## src/rtl/pr6120_regs_pkg.sv

```systemverilog
// Shared definitions for the PCI target register bank: register offsets,
// AXI response codes, FSM state types and small helpers.
package pr6120_regs_pkg;

  localparam logic [31:0] OFF_ID         = 32'h0000_0000;
  localparam logic [31:0] OFF_CTRL       = 32'h0000_0004;
  localparam logic [31:0] OFF_STAT       = 32'h0000_0008;
  localparam logic [31:0] OFF_INT_STATUS = 32'h0000_000C;
  localparam logic [31:0] OFF_INT_MASK   = 32'h0000_0010;
  localparam logic [31:0] OFF_EVT_CNT    = 32'h0000_0014;
  localparam logic [31:0] OFF_SCRATCH    = 32'h0000_0018;

  // Word indices used by the address decoders.
  localparam logic [29:0] IDX_ID         = OFF_ID[31:2];
  localparam logic [29:0] IDX_CTRL       = OFF_CTRL[31:2];
  localparam logic [29:0] IDX_STAT       = OFF_STAT[31:2];
  localparam logic [29:0] IDX_INT_STATUS = OFF_INT_STATUS[31:2];
  localparam logic [29:0] IDX_INT_MASK   = OFF_INT_MASK[31:2];
  localparam logic [29:0] IDX_EVT_CNT    = OFF_EVT_CNT[31:2];
  localparam logic [29:0] IDX_SCRATCH    = OFF_SCRATCH[31:2];

  localparam logic [1:0] RESP_OKAY   = 2'b00;
  localparam logic [1:0] RESP_SLVERR = 2'b10;
  localparam logic [1:0] RESP_DECERR = 2'b11;

  typedef enum logic [1:0] {W_IDLE, W_ACK, W_RESP} wr_state_e;
  typedef enum logic [1:0] {R_IDLE, R_ACK, R_RESP} rd_state_e;

  function automatic logic [31:0] strb_mask(input logic [3:0] s);
    logic [31:0] m;
    m = '0;
    for (int unsigned i = 0; i < 4; i++) m[8*i +: 8] = {8{s[i]}};
    return m;
  endfunction

  function automatic logic [5:0] popcount32(input logic [31:0] v);
    logic [5:0] c;
    c = '0;
    for (int unsigned i = 0; i < 32; i++) c = c + 6'(v[i]);
    return c;
  endfunction

endpackage

```

## src/rtl/tgt_axi_regs.sv

```systemverilog
// AXI4-lite register bank terminating PCI BAR accesses from the target bridge.
// Optional TGT_REGS_DECERR_EN: DECERR for unmapped, SLVERR for RO-register writes.
module tgt_axi_regs
  import pr6120_regs_pkg::*;
#(
  parameter logic [31:0] ID_VALUE   = 32'h6120_0001,
  parameter int unsigned ADDR_BITS  = 8,
  parameter int unsigned NUM_EVENTS = 8
) (
  input  logic                  CLK,
  input  logic                  RST,
  input  logic [31:0]           tgt_s_awaddr,
  input  logic                  tgt_s_awvalid,
  output logic                  tgt_s_awready,
  input  logic [31:0]           tgt_s_wdata,
  input  logic [3:0]            tgt_s_wstrb,
  input  logic                  tgt_s_wvalid,
  output logic                  tgt_s_wready,
  output logic [1:0]            tgt_s_bresp,
  output logic                  tgt_s_bvalid,
  input  logic                  tgt_s_bready,
  input  logic [31:0]           tgt_s_araddr,
  input  logic [3:0]            tgt_s_aruser,
  input  logic                  tgt_s_arvalid,
  output logic                  tgt_s_arready,
  output logic [31:0]           tgt_s_rdata,
  output logic [1:0]            tgt_s_rresp,
  output logic                  tgt_s_rvalid,
  input  logic                  tgt_s_rready,
  output logic [31:0]           ctrl_out,
  input  logic [31:0]           stat_in,
  input  logic [NUM_EVENTS-1:0] event_in,
  output logic                  intr_request
);

  wr_state_e wst_q;
  rd_state_e rst_q;
  logic awready_q, wready_q, bvalid_q, arready_q, rvalid_q, intr_q;
  logic [1:0] bresp_q, rresp_q;
  logic [31:0] rdata_q;
  logic [31:0] ctrl_q, ctrl_d, mask_q, mask_d, scratch_q, scratch_d, cnt_q, cnt_d;
  logic [NUM_EVENTS-1:0] status_q, status_d, clr_bits;
  logic [31:0] wmask, wbits, rd_word, rd_data;
  logic [32:0] cnt_sum;
  logic [1:0] wr_resp, rd_resp;
  logic cnt_clr;
  logic [29:0] aw_idx, ar_idx;
  logic unused_addr_bits;

  assign aw_idx = 30'(tgt_s_awaddr[ADDR_BITS-1:2]);
  assign ar_idx = 30'(tgt_s_araddr[ADDR_BITS-1:2]);
  assign unused_addr_bits = ^{tgt_s_awaddr[31:ADDR_BITS], tgt_s_awaddr[1:0],
                              tgt_s_araddr[31:ADDR_BITS], tgt_s_araddr[1:0]};

  // Write commit happens on the edge that ends W_ACK (the AW/W handshake edge).
  always_comb begin
    wmask     = strb_mask(tgt_s_wstrb);
    wbits     = tgt_s_wdata & wmask;
    ctrl_d    = ctrl_q;
    mask_d    = mask_q;
    scratch_d = scratch_q;
    clr_bits  = '0;
    cnt_clr   = 1'b0;
    wr_resp   = RESP_OKAY;
    if (wst_q == W_ACK) begin
      case (aw_idx)
        IDX_CTRL:       ctrl_d    = (ctrl_q & ~wmask) | wbits;
        IDX_INT_STATUS: clr_bits  = wbits[NUM_EVENTS-1:0];
        IDX_INT_MASK:   mask_d    = (mask_q & ~wmask) | wbits;
        IDX_EVT_CNT:    cnt_clr   = 1'b1;
        IDX_SCRATCH:    scratch_d = (scratch_q & ~wmask) | wbits;
`ifdef TGT_REGS_DECERR_EN
        IDX_ID, IDX_STAT: wr_resp = RESP_SLVERR;
        default:          wr_resp = RESP_DECERR;
`else
        default: ;
`endif
      endcase
    end
    status_d = (status_q & ~clr_bits) | event_in;
    cnt_sum  = {1'b0, cnt_q} + 33'(popcount32(32'(event_in)));
    cnt_d    = cnt_clr ? '0 : (cnt_sum[32] ? '1 : cnt_sum[31:0]);
  end

  always_comb begin
    rd_word = '0;
    rd_resp = RESP_OKAY;
    case (ar_idx)
      IDX_ID:         rd_word = ID_VALUE;
      IDX_CTRL:       rd_word = ctrl_q;
      IDX_STAT:       rd_word = stat_in;
      IDX_INT_STATUS: rd_word = 32'(status_q);
      IDX_INT_MASK:   rd_word = mask_q;
      IDX_EVT_CNT:    rd_word = cnt_q;
      IDX_SCRATCH:    rd_word = scratch_q;
`ifdef TGT_REGS_DECERR_EN
      default:        rd_resp = RESP_DECERR;
`else
      default:        rd_word = '0;
`endif
    endcase
    rd_data = rd_word & strb_mask(tgt_s_aruser);
  end

  always_ff @(posedge CLK) begin
    if (RST) begin
      ctrl_q    <= '0;
      mask_q    <= '0;
      scratch_q <= '0;
      cnt_q     <= '0;
      status_q  <= '0;
      intr_q    <= 1'b0;
    end else begin
      ctrl_q    <= ctrl_d;
      mask_q    <= mask_d;
      scratch_q <= scratch_d;
      cnt_q     <= cnt_d;
      status_q  <= status_d;
      intr_q    <= |(status_q & mask_q[NUM_EVENTS-1:0]);
    end
  end

  always_ff @(posedge CLK) begin
    if (RST) begin
      wst_q     <= W_IDLE;
      awready_q <= 1'b0;
      wready_q  <= 1'b0;
      bvalid_q  <= 1'b0;
      bresp_q   <= RESP_OKAY;
    end else begin
      case (wst_q)
        W_IDLE: if (tgt_s_awvalid && tgt_s_wvalid) begin
          wst_q     <= W_ACK;
          awready_q <= 1'b1;
          wready_q  <= 1'b1;
        end
        W_ACK: begin
          wst_q     <= W_RESP;
          awready_q <= 1'b0;
          wready_q  <= 1'b0;
          bvalid_q  <= 1'b1;
          bresp_q   <= wr_resp;
        end
        W_RESP: if (tgt_s_bready) begin
          wst_q    <= W_IDLE;
          bvalid_q <= 1'b0;
        end
        default: wst_q <= W_IDLE;
      endcase
    end
  end

  always_ff @(posedge CLK) begin
    if (RST) begin
      rst_q     <= R_IDLE;
      arready_q <= 1'b0;
      rvalid_q  <= 1'b0;
      rdata_q   <= '0;
      rresp_q   <= RESP_OKAY;
    end else begin
      case (rst_q)
        R_IDLE: if (tgt_s_arvalid) begin
          rst_q     <= R_ACK;
          arready_q <= 1'b1;
        end
        R_ACK: begin
          rst_q     <= R_RESP;
          arready_q <= 1'b0;
          rvalid_q  <= 1'b1;
          rdata_q   <= rd_data;
          rresp_q   <= rd_resp;
        end
        R_RESP: if (tgt_s_rready) begin
          rst_q    <= R_IDLE;
          rvalid_q <= 1'b0;
        end
        default: rst_q <= R_IDLE;
      endcase
    end
  end

  assign tgt_s_awready = awready_q;
  assign tgt_s_wready  = wready_q;
  assign tgt_s_bvalid  = bvalid_q;
  assign tgt_s_bresp   = bresp_q;
  assign tgt_s_arready = arready_q;
  assign tgt_s_rvalid  = rvalid_q;
  assign tgt_s_rdata   = rdata_q;
  assign tgt_s_rresp   = rresp_q;
  assign ctrl_out      = ctrl_q;
  assign intr_request  = intr_q;

endmodule

```

## config.mk

```make
export PLATFORM = sky130hd
export DESIGN_NAME = tgt_axi_regs
export DESIGN_NICKNAME = d
export VERILOG_FILES = /design/src/rtl/pr6120_regs_pkg.sv /design/src/rtl/tgt_axi_regs.sv
export SDC_FILE = /design/constraint.sdc
export NUM_CORES = 1
export LEC_CHECK = 0
export BUFFER_PORTS_ARGS = -buffer_cell sky130_fd_sc_hd__buf_2
export CAP_MARGIN = 40
export CELL_PAD_IN_SITES_DETAIL_PLACEMENT = 0
export CELL_PAD_IN_SITES_GLOBAL_PLACEMENT = 2
export CORE_MARGIN = 8
export CORE_UTILIZATION = 31
export DETAILED_ROUTE_END_ITERATION = 10
export HOLD_SLACK_MARGIN = 0.15
export PLACE_DENSITY = 0.85
export SLEW_MARGIN = 30
export SYNTH_ARGS = -nofsm -noshare
export SYNTH_HDL_FRONTEND = slang
export SYNTH_SLANG_ARGS = --single-unit
```

## constraint.sdc

```tcl
create_clock -name CLK -period 5 [get_ports CLK]
set_input_delay 1 -clock CLK [delete_from_list [all_inputs] [get_ports CLK]]
set_output_delay 1 -clock CLK [all_outputs]
set_load 0.005 [all_outputs]
```

==> results.toml <==
[drt]
antenna_left = 0
via_per_inst = 5.27
vias = 7561
drt-pass1-iter-count = 6
drt_iter0_markers = 601
detail_route.wl_per_cell_um = 19.7
drc = 0
finalWirelength_um = 28300

[die]
die_h_um = 178
ioPinCount = 225
initial_core_util_pct = 31.5
coreArea_um2 = 26000
die-width_um = 178
num_rows = 59
die_area_um2 = 31800

[sta]
period_share_pct = 87.5
hold-worst-slack_ps = 454
final.setup_skew_ps = 11.5
rsz0062_at_grt = "no"
max_freq_ghz = 0.229
worst_pin_slew_ps = 762
fin_crit_ps = 4380
slew_violations = 0
post-route-worst-setup-slack_ps = 624
hold_viol = 0
slew_headroom_pct = 49.2
setup_violations = 0
final.setup.tns_ps = 0

[clock_tree]
cts.root.buffer_cell = "clkbuf_16"
clkSinkCount = 177
clk_pin_slew_ps = 80
cts_setup_buffers = 0
ctsHoldBuffers = 0
cts_tree = "done"
cts_made_buffers = 17
clock_latency_ps = 440
htree_levels = 4
cts_resized = 0
cts_buffer_depth = 2

[placed_design]
preCtsSetupSlack_ps = 191
dp_hpwl_um = 20400
place_congestion = 0.815
port_buffers = 168

[global_route]
grt_max_degree = 71
overflow = 0
use_met2_pct = 28.0
grt_pass1_vias = 7604
grt_pass1_wl_um = 43800
met1_usage_pct = 23.7
use_met3_pct = 4.38
grt_usage_pct = 17.6
antenna_found_initial = 2
grt.busiest_layer = "met2"

[synth]
synthesis.area_um2 = 8180
synth_most_common_cell = "dfxtp_1"
ys_seq_area_share_pct = 43.3
synth_commonest_cells = "177 x dfxtp_1, 124 x nand2_1, 107 x a21oi_1, 75 x nor2_1, 71 x nand3_1"
async_flop_share_pct = 0
ys_types = 67
syn_area_per_cell_um2 = 8.66
netlist_instances = 944
yosysTopAreaCell = "dfxtp_1"
synthTopCellsByArea = "dfxtp_1 43%, a21oi_1 6.5%, mux2i_1 6.1%"
ys_seq_elements = 177
synth_warnings = 0
synth_flop_cell = "dfxtp_1"
yosysTopAreaCellShare_pct = 43.3
synth_edf_count = 0

[flow_run]
drv_cap = 0

[power_and_ir_drop]
power.leakage_nw = 3.86
power.density_nw_per_um2 = 316
peakVddDrop_v = 0.000159

[setup_path]
cp_data_required_time_ps = 5360
worstPathMaxFanout = 19
worstSetupStartpointType = "input port"
crit_path_end_kind = "flop"
path_class = "in -> reg"
cp.arrival_ps = 4740

[finish]
area_delta_synth_final_pct = 20.9
antenna_cells = 0
nNetsFinal = 1249
drive_above_1_share_pct = 21.9

[worst_hold_path]
hp-class = "reg -> reg"

[run_status]
status = "finished clean"
layout make-up:
cell class / count / area [um2]
sequential: 177 / 3540
tap: 335 / 419
inverter: 21 / 78.8
multi-input combinational: 677 / 4230
fill: 2742 / 16100
clock inverter: 15 / 141
clock buffer: 17 / 425
timing repair buffer: 193 / 1050
layer usage:
metal  vias to the layer above  share of wire [%]
li1                       3709                  -
met1                      3612                 47
met2                       211                 46
met3                        25                5.9
met4                         4               0.96
met5                         -              0.060
metrics by stage:
| step | power [W] | std cells | cell area (um2) | utilization [%] |
|---|---|---|---|---|
| 2_1_floorplan | 0.00170 | 947 | 8190 | - |
| 3_3_place_gp | 0.00183 | 1398 | 9260 | 35.6 |
| 3_5_place_dp | 0.00183 | 1400 | 9280 | 35.7 |
| 4_1_cts | 0.00315 | 1432 | 9850 | 37.9 |
| 5_1_grt | 0.00327 | 1435 | 9890 | 38.0 |
| 6_report | 0.00312 | 1435 | 9890 | 38.0 |
cell usage in the layout, fill, tap and decap left out, drive strengths merged, types with 16 or more instances in the layout:
master,n
nand3,74
dfxtp,177
nor2,76
o21ai,26
a2bb2oi,18
inv,31
clkbuf,18
a221oi,36
a21oi,107
mux2i,50
xnor2,16
buf,192
nand2,124
critical path: stages:
cell     delay, ps
buf_2          120
fa_1           540
inv_1           60
fa_1           490
fa_1           430
fa_1           390
inv_1           90
fa_1           220
and3_1         190
o21ai_0        140
or3_1          450
or2_1          260
buf_4          210
a21oi_1        150
final timing paths:
path / from / to / slack, ps / depth (start not counted)
worst min register to register: tgt_s_rdata[19] / tgt_s_rdata[19] / 450 / 2
worst min-delay path: tgt_s_rdata[19] / tgt_s_rdata[19] / 450 / 2
worst max register to register: cnt_q[0] / cnt_q[18] / 1470 / 12
worst max-delay path: event_in[0] / cnt_q[18] / 620 / 14
power breakdown:
part	total, W	switching (W)	internal (W)	leakage, nW
Sequential	0.00146	0.0000219	0.00143	1.43
Clock	0.00132	0.000656	0.000664	0.284
Combinational	0.000344	0.000203	0.000141	2.14
cells by family after synthesis:
group	Yosys count	synth area share [%]
buffers and inverters	93	5.35
muxes	52	6.40
DFF	177	43.3
xor gates and xnor gates	25	2.68
adders and majority gates	11	2.14
other	1	0.0459
AOI/OAI and AO/OA	246	20.2
and+or+nand+nor	339	19.9
No activity file was read; power rests on OpenSTA's default activity.
